## src/rtl/tpu_instruction_dispatcher.sv

```systemverilog
// rtl/tpu_instruction_dispatcher.sv - instruction dispatcher: decode, hazard resolve, issue to TPU units

package tpu_pkg;
   typedef struct packed {
      logic [7:0]  opcode;
      logic [31:0] calc_length;
      logic [15:0] acc_address;
      logic [23:0] buffer_address;
   } instr_type;

   localparam instr_type INIT_INSTR = '0;
endpackage

module tpu_instruction_dispatcher
   import tpu_pkg::*;
#(
   parameter int MATRIX_WIDTH = 14,
   parameter int CNT_WIDTH    = 32
) (
   input  logic                 clk,
   input  logic                 rst,
   input  logic                 enable,
   input  instr_type            instr_in,
   input  logic                 instr_valid,
   output logic                 instr_ready,
   output instr_type            weight_instr,
   output logic                 weight_instr_enable,
   input  logic                 weight_busy,
   input  logic                 weight_resource_busy,
   output instr_type            mmu_instr,
   output logic                 mmu_instr_enable,
   input  logic                 mmu_busy,
   input  logic                 mmu_resource_busy,
   output instr_type            act_instr,
   output logic                 act_instr_enable,
   input  logic                 act_busy,
   input  logic                 act_resource_busy,
   output logic                 synchronize,
   output logic                 busy,
   output logic                 halted,
   output logic                 illegal_opcode,
   output logic [CNT_WIDTH-1:0] issued_count
);

   typedef enum logic [1:0] {
      IDLE      = 2'd0,
      ISSUE     = 2'd1,
      SYNC_WAIT = 2'd2,
      HALTED    = 2'd3
   } state_t;

   // The array dimension only shapes package-typed widths upstream; reject nonsense values early.
   if (MATRIX_WIDTH < 1) begin : g_bad_matrix_width
      $error("MATRIX_WIDTH must be positive");
   end

   localparam logic [CNT_WIDTH-1:0] CNT_ONE = {{(CNT_WIDTH-1){1'b0}}, 1'b1};

   state_t    state;
   instr_type held;
   logic      zero_len;

   assign instr_ready = (state == IDLE) & enable & ~halted & rst;
   assign busy        = (state != IDLE);
   assign zero_len    = (held.calc_length == 32'd0);

   // Single FSM: accept into the hold register, then issue once the target unit's hazards clear.
   always_ff @(posedge clk) begin
      if (!rst) begin
         state               <= IDLE;
         held                <= INIT_INSTR;
         weight_instr        <= INIT_INSTR;
         mmu_instr           <= INIT_INSTR;
         act_instr           <= INIT_INSTR;
         weight_instr_enable <= 1'b0;
         mmu_instr_enable    <= 1'b0;
         act_instr_enable    <= 1'b0;
         synchronize         <= 1'b0;
         halted              <= 1'b0;
         illegal_opcode      <= 1'b0;
         issued_count        <= '0;
      end else begin
         weight_instr_enable <= 1'b0;
         mmu_instr_enable    <= 1'b0;
         act_instr_enable    <= 1'b0;
         synchronize         <= 1'b0;
         if (enable) begin
            case (state)
               IDLE: begin
                  if (instr_valid && !halted) begin
                     held  <= instr_in;
                     state <= ISSUE;
                  end
               end
               ISSUE: begin
                  if (held.opcode == 8'hFF) begin
                     halted <= 1'b1;
                     state  <= HALTED;
                  end else begin
                     case (held.opcode[7:4])
                        4'h0: begin
                           if (held.opcode == 8'h00) begin
                              state <= IDLE;
                           end else if (held.opcode == 8'h01) begin
                              state <= SYNC_WAIT;
                           end else begin
                              illegal_opcode <= 1'b1;
                              state          <= IDLE;
                           end
                        end
                        4'h2: begin
                           if (zero_len) begin
                              state <= IDLE;
                           end else if (!mmu_resource_busy && !weight_busy) begin
                              mmu_instr        <= held;
                              mmu_instr_enable <= 1'b1;
                              issued_count     <= issued_count + CNT_ONE;
                              state            <= IDLE;
                           end
                        end
                        4'h4: begin
                           if (zero_len) begin
                              state <= IDLE;
                           end else if (!weight_resource_busy) begin
                              weight_instr        <= held;
                              weight_instr_enable <= 1'b1;
                              issued_count        <= issued_count + CNT_ONE;
                              state               <= IDLE;
                           end
                        end
                        4'h8: begin
                           if (zero_len) begin
                              state <= IDLE;
                           end else if (!act_resource_busy && !mmu_busy) begin
                              act_instr        <= held;
                              act_instr_enable <= 1'b1;
                              issued_count     <= issued_count + CNT_ONE;
                              state            <= IDLE;
                           end
                        end
                        default: begin
                           illegal_opcode <= 1'b1;
                           state          <= IDLE;
                        end
                     endcase
                  end
               end
               SYNC_WAIT: begin
                  if (!weight_busy && !mmu_busy && !act_busy) begin
                     synchronize <= 1'b1;
                     state       <= IDLE;
                  end
               end
               HALTED: begin
                  state <= HALTED;
               end
               default: begin
                  state <= IDLE;
               end
            endcase
         end
      end
   end

endmodule

```

## config.mk

```make
export PLATFORM = sky130hd
export DESIGN_NAME = tpu_instruction_dispatcher
export DESIGN_NICKNAME = d
export VERILOG_FILES = /design/src/rtl/tpu_instruction_dispatcher.sv
export SDC_FILE = /design/constraint.sdc
export NUM_CORES = 1
export LEC_CHECK = 0
export ABC_AREA = 1
export BUFFER_PORTS_ARGS = -buffer_cell sky130_fd_sc_hd__buf_2
export CAP_MARGIN = 20
export CORE_MARGIN = 3
export CORE_UTILIZATION = 32
export CTS_CLUSTER_SIZE = 16
export DETAILED_ROUTE_END_ITERATION = 10
export PLACE_DENSITY = 0.5
export SETUP_SLACK_MARGIN = 0.15
export SKIP_LAST_GASP = 1
export SLEW_MARGIN = 20
export SYNTH_ARGS = -nofsm -noshare
export SYNTH_HDL_FRONTEND = slang
export SYNTH_SLANG_ARGS = --single-unit
```

## constraint.sdc

```tcl
create_clock -name clk -period 2.4 [get_ports clk]
set_input_delay 0.36 -clock clk [delete_from_list [all_inputs] [get_ports clk]]
set_output_delay 0.36 -clock clk [all_outputs]
set_load 0.01 [all_outputs]
```

Yosys cells after proc, flatten, opt, wreduce, memory -nomap -nowiden
Index checks and enable logic that the tools add are counted.
{"block": "word_totals", "reg_bits": 360, "elab_cells": 117, "inputBits": 90, "out_inout_bits": 280}
{"block": "classes", "n_reduce_logical": 30, "bitwise_logic": 14, "n_eq_ne": 21, "add_sub_neg": 1, "mux": 27}
{"operator": "32-bit two-way mux", "n": 6}
{"operator": "32-bit case mux with 3 select lines", "n": 1}
{"operator": "32-bit by 1-bit adder with 32-bit output, second input constant", "n": 1}
{"operator": "32-bit zero test", "n": 1}
{"operator": "6-bit AND reduction", "n": 5}
{"operator": "2-bit two-way mux", "n": 11}
{"operator": "2-bit != test, second input constant", "n": 9}
{"operator": "6-bit OR reduction", "n": 3}
{"operator": "2-bit case mux with 4 select lines", "n": 2}
{"operator": "5-bit != test, second input constant", "n": 3}
{"operator": "1-bit NOT", "n": 11}
{"operator": "10-bit AND reduction", "n": 1}
{"operator": "3-bit AND reduction", "n": 3}
{"operator": "8-bit by 1-bit equality test with 1-bit output, second input constant", "n": 1}
{"operator": "8-bit equality test, second input constant", "n": 1}
{"operator": "8-bit zero test", "n": 1}
{"operator": "1-bit zero test", "n": 6}
{"operator": "1-bit two-way mux", "n": 6}
{"operator": "1-bit logical AND", "n": 5}
{"operator": "2-bit equality test, second input constant", "n": 2}
{"operator": "4-bit by 2-bit equality test with 1-bit output, second input constant", "n": 1}
{"operator": "4-bit by 3-bit equality test with 1-bit output, second input constant", "n": 1}
{"operator": "4-bit equality test, second input constant", "n": 1}
{"operator": "4-bit zero test", "n": 1}
{"operator": "8 further kinds", "n": 10}

Longest topological paths before layout
{"block": "depth", "depth_word": 7, "ltp_mapped": 11, "mapped_depth_nobuf": 11}

Worst setup path after synthesis
No wires, ideal clock.
{"block": "synth_path", "kind": "register -> register", "startpoint": "register issued_count[0]", "endpoint": "register issued_count[16]", "setup_time_ps": 70, "t_arrival_ps": 1649, "t_required_ps": 2330, "n_path_buf": 0, "path_stages_with_launch": 9, "slack_ps": 681, "period_less_slack_ps": 1719, "cell_sequence": "dfxtp_1 > ha_1 > inv_1 > nor2_1 > nand2_1 > nor2_1 > xor2_1 > nand3_1 > a21oi_1"}
{"block": "synth_between", "elab_chain_len": 4, "elab_cells_between_ends": 8, "classes_between": "add/sub (1); mux (7)"}
{"item": "start: declaration", "line_no": "42", "text": "output logic [CNT_WIDTH-1:0] issued_count"}
{"item": "start signal: assignment", "line_no": "117", "text": "issued_count <= issued_count + CNT_ONE;"}
{"item": "start signal: assignment", "line_no": "127", "text": "issued_count <= issued_count + CNT_ONE;"}
{"item": "start signal: assignment", "line_no": "137", "text": "issued_count <= issued_count + CNT_ONE;"}
{"item": "32-bit by 1-bit adder with 32-bit output (*)", "line_no": "117, 127, 137"}
{"item": "32-bit two-way mux, on equally long branches", "line_no": "134, 114, 124"}
{"item": "32-bit two-way mux, on equally long branches", "line_no": "132, 112, 122"}
{"item": "32-bit case mux with 3 select lines (*)", "line_no": "100", "text": "case (held.opcode[7:4])"}
Every way passes the cells marked *; elsewhere a longest branch is shown, timed or not. The select of a mux whose other input is x is not followed.
A chain may end at the register's enable or synchronous reset.

Final worst setup path
{"block": "layout_path", "startpoint": "register state[0]", "endpoint": "output instr_ready"}
{"block": "layout_between", "elab_chain_len": 4}
{"item": "start: declaration", "line_no": "59", "text": "state_t state;"}
{"item": "start signal: assignment", "line_no": "70", "text": "state <= IDLE;"}
{"item": "start signal: assignment", "line_no": "92", "text": "state <= ISSUE;"}
{"item": "start signal: assignment", "line_no": "98", "text": "state <= HALTED;"}
{"item": "2-bit zero test", "line_no": "63", "text": "assign instr_ready = (state == IDLE) & enable & ~halted & rst;"}
{"item": "1-bit AND (3 in a row)", "line_no": "63"}
{"item": "end: declaration", "line_no": "25", "text": "output logic instr_ready,"}
Every way passes these cells.

==> impl_results.md <==
- Status: completed
- Slowest stage delay, CP: roughly 0.37 ns
- Hold wc startpoint: instr_in[77]
- Origin of the critical flop-to-flop path: held[55]
- Place WS: between 0.4 and 0.5 ns
- Core area: 42,300 µm²
- Total global routing overflow: 0
- # DRC: 0
- Crit path from: state[0]
- Final Hold Fails: 0
- Maximum capacitance violations: 0
- Nets: 2,245
- Reg area: approximately 7000 µm²
- Resized cells post-CTS: 0
- Worst-path clk slew: 0.06 ns
- Post-synthesis sequential area ratio: 0.522
- Placed Cells: 2,688
- Layout cell share with drive strength beyond 1: 0.225
- Setup ws final: around 0.46 ns
- Area of the multi-input gates: 5610 µm²
- Vias: between 10k and 15k
- Post-Synth XOR/XNOR Area: 0.00951
- Final Cycle Share: 0.810
- Crit. path cell count: 4
- Critical Path RT: a little over 2 ns
- # H-tree levels: 2
- Crit path max fanout: 6
- Bufs and invs on worst path: 2
- DP HPWL: between 30 and 40 mm
- Die X: about 210 µm
- Reg2reg end: issued_count[1]
- Clk_skew: about 0.015 ns
- Filler Cell Count: between 4k and 5k
- WHS: 0.0581 ns
- Post-synth cell types: 34
- Crit path capture type: output pin
- Syn_area_per_cell: 7.55 µm²
- Peak supply drop: around 0.42 mV
- Non-Filler Instances: 2,761
- Number of hold buffers added after CTS: 0
- Number of synthesized flops with an enable pin: 0
- Synth Area in Compound Gates: 0.159
- Slew @ Worst Pin: between 0.5 and 0.6 ns
- Largest net degree at the start of global routing: between 80 and 90
- Flop-to-flop setup slack: approximately 0.47 ns
- Placer Congestion: around 0.83
- Vias in the first global route: 12.3k
- First-pass GRT wire length: between 70 and 80 mm
- GRT Util Overall: 0.198
- Root buffer cell: clkbuf_16
- Type of origin of the critical path: flop
- Top cell type by total area after synthesis: dfxtp_1
- F_max: around 0.51 GHz
- P per Cell Area: roughly 760 nW/µm²
- Top post-synthesis cells by area: dfxtp_1 (52%), nor2_1 (15%), o21ai_0 (8.1%)
- CTS buffer count: about 40
- I/O Buffers: ~370
- R2R cell count: 10
- Post-synthesis simple-gate area fraction: 0.235
- Die Span Y: around 210 µm
- Post CTS Setup Buffer Count: 0
- CP delay by family, top: flip-flops
- Critical-path top delay cell: dfxtp_1
- Slew headroom: 0.661
- Pleak: about 7.5 nW
- PnR Total Power: approximately 0.013 W
- DIE AREA: around 46,000 µm²
- CTS Buffer Depth: 3
- Initial core utilization: 0.326
- Initial drt markers: roughly 750
- TritonCTS Sinks: 360
- Vias per std cell: 4.63
- Ports: 370
- Later-pin clock latency in the skew report: 0.55 ns
- Avg WL per Cell: 16.9 µm
- Syn_nets: 1,921
- Synth top area share: 0.522
- Worst min-delay path class: input pin to flop
- CTS tree: yes
- RSZ-0062 raised after global routing: false
- Largest family of logic cells by synthesized area: simple AND/OR/NAND/NOR gates
- Cells after Synth: 1,830
- Yosys warns: 0
- Dominant synthesized flop cell: dfxtp_1
- Async SR Flop Fraction: 0
- Pre-antenna DRT Iters: 6
- Synthesized flop and latch total: between 300 and 400
- Critical Path AT: approximately 1.6 ns
- Setup violators final: 0
- Crit path capture: instr_ready
- Setup Crit Path Kind: flop to output pin
- Core Rows: 75
- Post-synthesis mux area share: 0
- Total Wirelength: about 47 mm
- Final slew viol count: 0
- Synth Area in Adders: 0.000906
- Post-synth top cells: nor2_1 (544), dfxtp_1 (360), o21ai_0 (223), nand2_1 (159), a21oi_1 (120)
- Post-layout minimum cycle time: 1.94 ns
- Final ANT Viol Nets: 0
- Area Overhead vs Synth: 26.8%
- Post-Syn Area: ~14,000 µm²
- Initial antenna violation count: 8
- Most common cell in the netlist: nor2_1
- CP Cell Sequence: nor2_1 > inv_1 > nor3_1 > buf_2
- TNS Setup: 0 ns
==> worst min-delay path by stage <==
stage                                to  slack [ns]  cells after the start
final                          held[77]        0.06                      3
after global placement    mmu_instr[76]        0.42                      2
after floorplan             synchronize        0.46                      2
after CTS                      held[77]        0.03                      3
after detailed placement  act_instr[78]        0.43                      2
after global routing           held[21]        0.06                      3
==> routing by layer <==
metal  vias to the layer above  share of wire  track usage
met5                         -         0.0017            0
met4                        12          0.021       0.0547
met3                        68          0.072       0.0530
met2                       316           0.47        0.338
met1                      5868           0.44        0.249
li1                       6517              -            -
==> layout by cell type, fill, tap and decap left out, drive strengths merged <==
master	instances
nor2	552
buf	394
dfxtp	360
o21ai	312
nand2	169
a21oi	121
inv	112
clkbuf	60
nand3	46
nand3b	14
xor2	11
clkinv	9
nand4	5
xnor2	4
bufinv	4
nor3	4
diode	2
nor4	1
o21a	1
and3	1
a31oi	1
ha	1
==> layout make-up <==
cell class | count | area share
well taps | 577 | 0.0412
clock buffers | 59 | 0.0675
diodes | 2 | 0.000286
multi-input cells | 1243 | 0.320
flip-flops and latches | 360 | 0.411
repair buffers | 395 | 0.126
clock inverters | 12 | 0.00978
inverters | 113 | 0.0243
==> kinds of logic (layout without fill, tap and decap cells) <==
kind of cell	after synthesis	count (layout)
and+or+nand+nor	792	792
other	0	2
xor gates and xnor gates	15	15
AOI/OAI and AO/OA	435	435
buffers and inverters	227	579
adders and majority gates	1	1
DFF	360	360
==> sequential cells by signal, indices dropped and copies added, names as in the netlist <==
name                 count
act_instr               80
held                    80
mmu_instr               80
weight_instr            80
issued_count            32
state                    2
act_instr_enable         1
halted                   1
illegal_opcode           1
mmu_instr_enable         1
synchronize              1
weight_instr_enable      1
==> worst reg2reg max path, cell delays in order (launching register included) <==
cell	delay, ns
dfxtp_1	0.37
nor2_1	0.12
nand2_1	0.07
nor2_2	0.24
nand2_1	0.13
o21ai_1	0.22
nand2_4	0.10
nand2_4	0.30
inv_1	0.12
nor2_1	0.10
nor2_1	0.05
==> stage by stage <==
stage	util	area [µm²]
6_report	0.414	17500
5_1_grt	0.414	17500
4_1_cts	0.414	17500
3_5_place_dp	0.382	16200
3_3_place_gp	0.382	16200
2_1_floorplan	-	13800
==> power by group <==
part           switching, W  leakage (nW)  internal [W]
registers          0.000134          2.91       0.00611
clock network       0.00252         0.670       0.00385
logic              0.000493          3.94      0.000271
(Power assumes the default switching activity.)
